==> config.mk <==
export PLATFORM = sky130hd
export DESIGN_NAME = mem_port_arbiter
export DESIGN_NICKNAME = d
export VERILOG_FILES = /design/src/rtl/arb_pkg.sv /design/src/rtl/mux_32_bit_2_1.sv /design/src/rtl/mem_port_arbiter.sv
export SDC_FILE = /design/constraint.sdc
export NUM_CORES = 1
export LEC_CHECK = 0
export CAP_MARGIN = 20
export CORE_AREA = 2 2 105 107
export CTS_CLUSTER_DIAMETER = 120
export DETAILED_ROUTE_END_ITERATION = 6
export DIE_AREA = 0 0 107 109
export GPL_ROUTABILITY_DRIVEN = 0
export GPL_TIMING_DRIVEN = 1
export MAX_ROUTING_LAYER = met4
export SETUP_SLACK_MARGIN = 0.05
export SLEW_MARGIN = 30
export SYNTH_ARGS = -nofsm -noshare
export SYNTH_HDL_FRONTEND = slang
export SYNTH_SLANG_ARGS = --single-unit
export TNS_END_PERCENT = 50
==> constraint.sdc <==
create_clock -name clk -period 1.4 [get_ports clk]
set_input_delay 0.28 -clock clk [delete_from_list [all_inputs] [get_ports clk]]
set_output_delay 0.28 -clock clk [all_outputs]
set_load 0.05 [all_outputs]
==> src/rtl/arb_pkg.sv <==
// Shared definitions for the two-port memory arbiter.
// Holds the state encoding, the watchdog default and the winner pick.
package arb_pkg;

    localparam logic [0:0] IDLE   = 1'b0;
    localparam logic [0:0] ACCESS = 1'b1;

    localparam int WAIT_MAX_DEF = 15;

    // A lone request always wins; on a tie the mode decides.
    function automatic logic pick_winner(
        input logic r0,
        input logic r1,
        input logic last,
        input logic fixed
    );
        if (r0 && r1) begin
            return fixed ? 1'b1 : ~last;
        end
        return r1;
    endfunction

endpackage

==> src/rtl/mux_32_bit_2_1.sv <==
// Generic 32-bit two-input multiplexer.
// s=0 selects a, s=1 selects b.
module mux_32_bit_2_1 (
    input  logic [31:0] a,
    input  logic [31:0] b,
    input  logic        s,
    output logic [31:0] y
);

    assign y = s ? b : a;

endmodule

==> src/rtl/mem_port_arbiter.sv <==
// Two-requester arbiter for a single shared memory port.
// Fetch (0) and data (1) take turns; a watchdog bounds each access.
module mem_port_arbiter
    import arb_pkg::*;
#(
    parameter int PRIORITY_MODE = 0,
    parameter int WAIT_MAX      = WAIT_MAX_DEF
) (
    input  logic        clk,
    input  logic        rst_n,
    input  logic        req0,
    input  logic        req1,
    input  logic [31:0] addr0,
    input  logic [31:0] addr1,
    input  logic [31:0] wdata0,
    input  logic [31:0] wdata1,
    input  logic        we0,
    input  logic        we1,
    output logic        mem_valid,
    output logic [31:0] mem_addr,
    output logic [31:0] mem_wdata,
    output logic        mem_we,
    input  logic        mem_ready,
    input  logic [31:0] mem_rdata,
    output logic        ack0,
    output logic        ack1,
    output logic [31:0] rdata,
    output logic        sel,
    output logic        busy,
    output logic        err
);

    logic [0:0] state;
    logic       last_grant;
    logic [7:0] wait_cnt;
    logic       in_access;
    logic       limit_hit;

    assign in_access = (state == ACCESS);
    assign limit_hit = (wait_cnt == 8'(WAIT_MAX - 1));

    assign mem_valid = in_access;
    assign busy      = in_access;
    assign mem_we    = (sel ? we1 : we0) & in_access;

    // Completion takes precedence over the watchdog on the same cycle.
    assign ack0  = in_access & mem_ready & ~sel;
    assign ack1  = in_access & mem_ready & sel;
    assign err   = in_access & ~mem_ready & limit_hit;
    assign rdata = mem_rdata;

    mux_32_bit_2_1 u_addr_mux (
        .a (addr0),
        .b (addr1),
        .s (sel),
        .y (mem_addr)
    );

    mux_32_bit_2_1 u_wdata_mux (
        .a (wdata0),
        .b (wdata1),
        .s (sel),
        .y (mem_wdata)
    );

    // Grant on request, hold for one access, always drop back to IDLE.
    always_ff @(posedge clk) begin
        if (!rst_n) begin
            state      <= IDLE;
            sel        <= 1'b0;
            last_grant <= 1'b1;
            wait_cnt   <= 8'd0;
        end else begin
            case (state)
                IDLE: begin
                    if (req0 || req1) begin
                        sel      <= pick_winner(req0, req1, last_grant,
                                                PRIORITY_MODE != 0);
                        state    <= ACCESS;
                        wait_cnt <= 8'd0;
                    end
                end
                ACCESS: begin
                    if (mem_ready || limit_hit) begin
                        last_grant <= sel;
                        state      <= IDLE;
                    end else begin
                        wait_cnt <= wait_cnt + 8'd1;
                    end
                end
            endcase
        end
    end

endmodule

## Yosys cells after proc, flatten, opt, wreduce, memory -nomap -nowiden

Index checks and enable logic that the tools add are counted.

- Input bits: 167
- Register bits after elaboration: 11
- Word-level logic and storage cells: 39

- Bitwise logic cells: 10
- $add $sub $neg: 1
- Eq/ne operators: 3
- Multiplexer cells: 15
- Reductions and logical operators: 6

Operators with widths:

| cell | number |
|---|---|
| $mux 32 | 2 |
| $mux 8 | 2 |
| $pmux 8 s2 | 1 |
| $mux 1 | 9 |
| $add 8x1->8 const B | 1 |
| $eq 8x4->1 const B | 1 |
| $and 1x1->1 | 6 |
| $reduce_and 2->1 | 3 |
| $ne 2x2->1 const B | 2 |
| $not 1->1 | 4 |
| $logic_or 1x1->1 | 2 |
| $pmux 1 s2 | 1 |
| $logic_and 1x1->1 | 1 |

## Logic depth before layout (Yosys ltp)

- Word-level depth: 6
- Mapped depth: 6
- Depth with buffers taken out: 5

## By module

A second synthesis with hierarchy kept.

- Cell total of the unflattened synthesis: 178
- Area, all modules: 1,956.9 um^2

By module, submodules not included:

| module | cells each | times used | area each (um^2) | sequential area each (um^2) |
|---|---|---|---|---|
| mux_32_bit_2_1 | 36 | 2 | 544.3 | 0.0 |
| mem_port_arbiter | 106 | 1 | 868.3 | 220.2 |

## Worst setup path after synthesis

No wires, ideal clock.

- Path kind: flip-flop to output port
- Start: reg sel
- End: out mem_we
- Arrival time: 1.825 ns
- Buffers on the path: 1
- Stages on the path, launching flop included: 4
- Path slack: -0.705 ns
- Cell sequence: dfxtp_1 -> buf_1 -> mux2i_1 -> nor2_1

- Word-level cells in the longest chain between the ends: 2

Ends and longest elaborated chain:

| item | RTL line | source |
|---|---|---|
| start: declaration | mem_port_arbiter.sv:28 | `output logic sel,` |
| start signal: assignment | mem_port_arbiter.sv:77 | `sel <= pick_winner(req0, req1, last_grant,` |
| $mux 1 | mem_port_arbiter.sv:44 | `assign mem_we = (sel ? we1 : we0) & in_access;` |
| $and 1x1->1 | mem_port_arbiter.sv:44 |  |
| end: declaration | mem_port_arbiter.sv:22 | `output logic mem_we,` |

No other way between the ends.

## Worst setup path in the final report

- Start: reg sel
- End: out mem_addr[29]

- Word-level cells in the longest chain between the ends: 1

Ends and longest elaborated chain:

| item | RTL line | source |
|---|---|---|
| $mux 32 | mux_32_bit_2_1.sv:10 | `assign y = s ? b : a;` |
| end: declaration | mem_port_arbiter.sv:20 | `output logic [31:0] mem_addr,` |

No other way between the ends.

==> impl_metrics.yaml <==
synthesis:
  ys_types: 34
  ys_seq_area_frac: 0.136
  yosysTopAreaCell: "mux2_2"
  synth_cells: 179
  synth_area_sq_mm: 0.00162
  syn-num-nets: 348
  ys_ff_latch: 11
  synth_area_leaders: "mux2_2 45%, buf_4 15%, dfxtp_1 14%"
  syn_area_per_cell_sq_um: 9.04
  ys_warn_count: 0
  synth_top_area_share: 0.445
placed_design:
  hpwl_microns: 7290
  place_ws_ns: -0.318
  place_inst: 511
  placed_cell_area_sq_mm: 0.00459
  io_buffers: 205
sta:
  fin_crit_ns: 1.70
  tightest_slew_ns: 0.281
  fmax_mhz: 589
  post-route-worst-setup-slack_ns: -0.299
  clock_skew_ns: 0.00393
  setup_tns_ns: -16.98
  period_share: 1.21
  maxSlewViolCount: 0
  timing.hold.ws_ns: 0.518
  slew-limit-headroom: 0.813
  rsz0062_at_grt: "yes"
  setup_viol: 71
  hold_viol: 0
clock_network:
  clock_sinks: 11
  clk_latency_ns: 0.25
  htreeDepth: 1
  clk_pin_slew_worst_paths_ns: 0.05
  cts-root-buf: "clkbuf_8"
  cts_tree: "yes"
  cts_buffers: 3
  clockBufferDepth: 2
final_layout:
  fin_cells: 523
  drive_gt1_frac: 0.512
  final_cell_mix: "134 x clkdlybuf4s50_1, 64 x buf_12, 60 x mux2_4"
  fin_util: 0.470
  postLayoutCellArea_sq_mm: 0.00498
  area.growth.synth_to_final_pct: 208
  final_common_cell: "clkdlybuf4s50_1"
  antenna_cells: 0
  finish.net_count: 553
global_routing:
  grt_start_max_net_pins: 16
  grt_usage: 0.145
  grt_first_pass_wirelength_microns: 12600
  grt_pass1_vias: 2241
  antenna_found_initial: 0
  grt_overflow: 0
die:
  fp-row-count: 38
  start_util: 0.153
  die_area_sq_mm: 0.0117
  die_w_microns: 107
  die_h_microns: 109
  ios: 270
  core_area_sq_mm: 0.0106
run_status:
  failed_checks: "negative setup slack"
  outcome: "finished with violations"
detailed_routing:
  drtIter0Drc: 52
  drc_errors: 0
  wl_per_cell_microns: 17.1
  drt_wl_total_microns: 8960
  ant_nets: 0
  vias: 2167
  vias_per_cell: 4.14
  drt-pass1-iter-count: 4
power_and_ir_drop:
  vdd_drop_max_uv: 310
  power.density_mw_per_mm2: 616
  p_total_mw: 3.07
  leakage_nw: 2.08
worst_setup_path:
  cp-end-kind: "output port"
  cp_num_cells: 4
  critPathCapture: "mem_addr[29]"
  startpoint_type: "flop"
  cp-startpoint: "sel$_SDFFE_PN0P_"
  critPathMaxStageDelay_ns: 0.41
  critical_path_required_ns: 1.12
  critPathMostFrequentCell: "buf_12"
  crit_chain: "buf_12 -> buf_12 -> mux2_4 -> buf_12"
  path_class: "flop to output port"
  rr_startpoint: "wait_cnt[0]$_SDFFE_PN0P_"
  crit_family: "buffers and inverters"
  critPathMaxFanout: 10
  arrival_ns: 1.42
  ff2ff_setup_slack_ns: -0.02
  r2r-end: "wait_cnt[3]$_SDFFE_PN0P_"
  reg2reg_depth: 5
  crit_buf_inv: 3
  slowest_stage: "dfxtp_4"
worst_hold_path:
  hp-class: "flop to flop"
  holdPathStages: 2
job:
  drv_cap: 0
## how the worst min path moves through the flow
stage                                        from                      end
after CTS                 last_grant$_SDFFE_PN1P_  last_grant$_SDFFE_PN1P_
after detailed placement  last_grant$_SDFFE_PN1P_  last_grant$_SDFFE_PN1P_
final                     last_grant$_SDFFE_PN1P_  last_grant$_SDFFE_PN1P_
after floorplan                             rst_n  last_grant$_SDFFE_PN1P_
after global routing      last_grant$_SDFFE_PN1P_  last_grant$_SDFFE_PN1P_
after global placement    last_grant$_SDFFE_PN1P_  last_grant$_SDFFE_PN1P_
## tightest hold or removal path: cells and delay by family, from the launching register on
kind,cells,cell delay [ns]
AOI/OAI and AO/OA,2,0.16
DFF,1,0.32
## what timing repair did
| item | in CTS | in global routing |
|---|---|---|
| cloned | 3 | 1 |
| pin swaps | 8 | 5 |
| setup endpoints to repair | 75 | 78 |
| hold buffers | 0 | 0 |
| resized for setup | 39 | 13 |
| setup buffers | 4 | 0 |
## registers in the layout (all words and copies together) (netlist names)
name	flops
wait_cnt	8
last_grant	1
sel	1
busy	1
## synth_stat cells, drive strengths merged
cell type	number
o21bai	1
a21oi	7
mux2	64
o31ai	1
buf	40
nand2	3
mux2i	2
nor2	5
nor4	1
nand4	3
inv	5
nand3	10
a21o	2
o21a	1
or3	4
o211ai	1
nor2b	1
dfxtp	11
nor3	1
nand2b	1
a22oi	1
o21ai	3
ha	2
clkbuf	1
or2	2
and2	2
a31o	1
o311ai	1
a31oi	2
## cells by family after synthesis
group	share of synthesized area
compound gates	0.0874
fa+ha+maj	0.0155
buf+inv	0.191
flops	0.136
mux	0.458
simple gates	0.112
## metal layers
metal  wire (microns)  up-vias  global-route usage
li1                 -     1029                   -
met1             3330     1010               0.155
met2             4590      121               0.256
met3              963        7              0.0574
met4               85        0              0.0278
met5                0        -                   -
## report_power, final
| group | internal, mW | switching, mW | total, mW |
|---|---|---|---|
| clock network | 0.201 | 0.129 | 0.330 |
| logic | 1.33 | 1.07 | 2.40 |
| registers | 0.323 | 0.0182 | 0.341 |
## area by class of cell
type / count / area [sq um]
repair buffers: 241 / 3100
multi-input cells: 122 / 1410
well taps: 140 / 175
flip-flops and latches: 11 / 234
fillers: 945 / 5620
inverters: 5 / 18.8
clock buffers: 4 / 45.0
No activity file was read; power rests on OpenSTA's default activity.
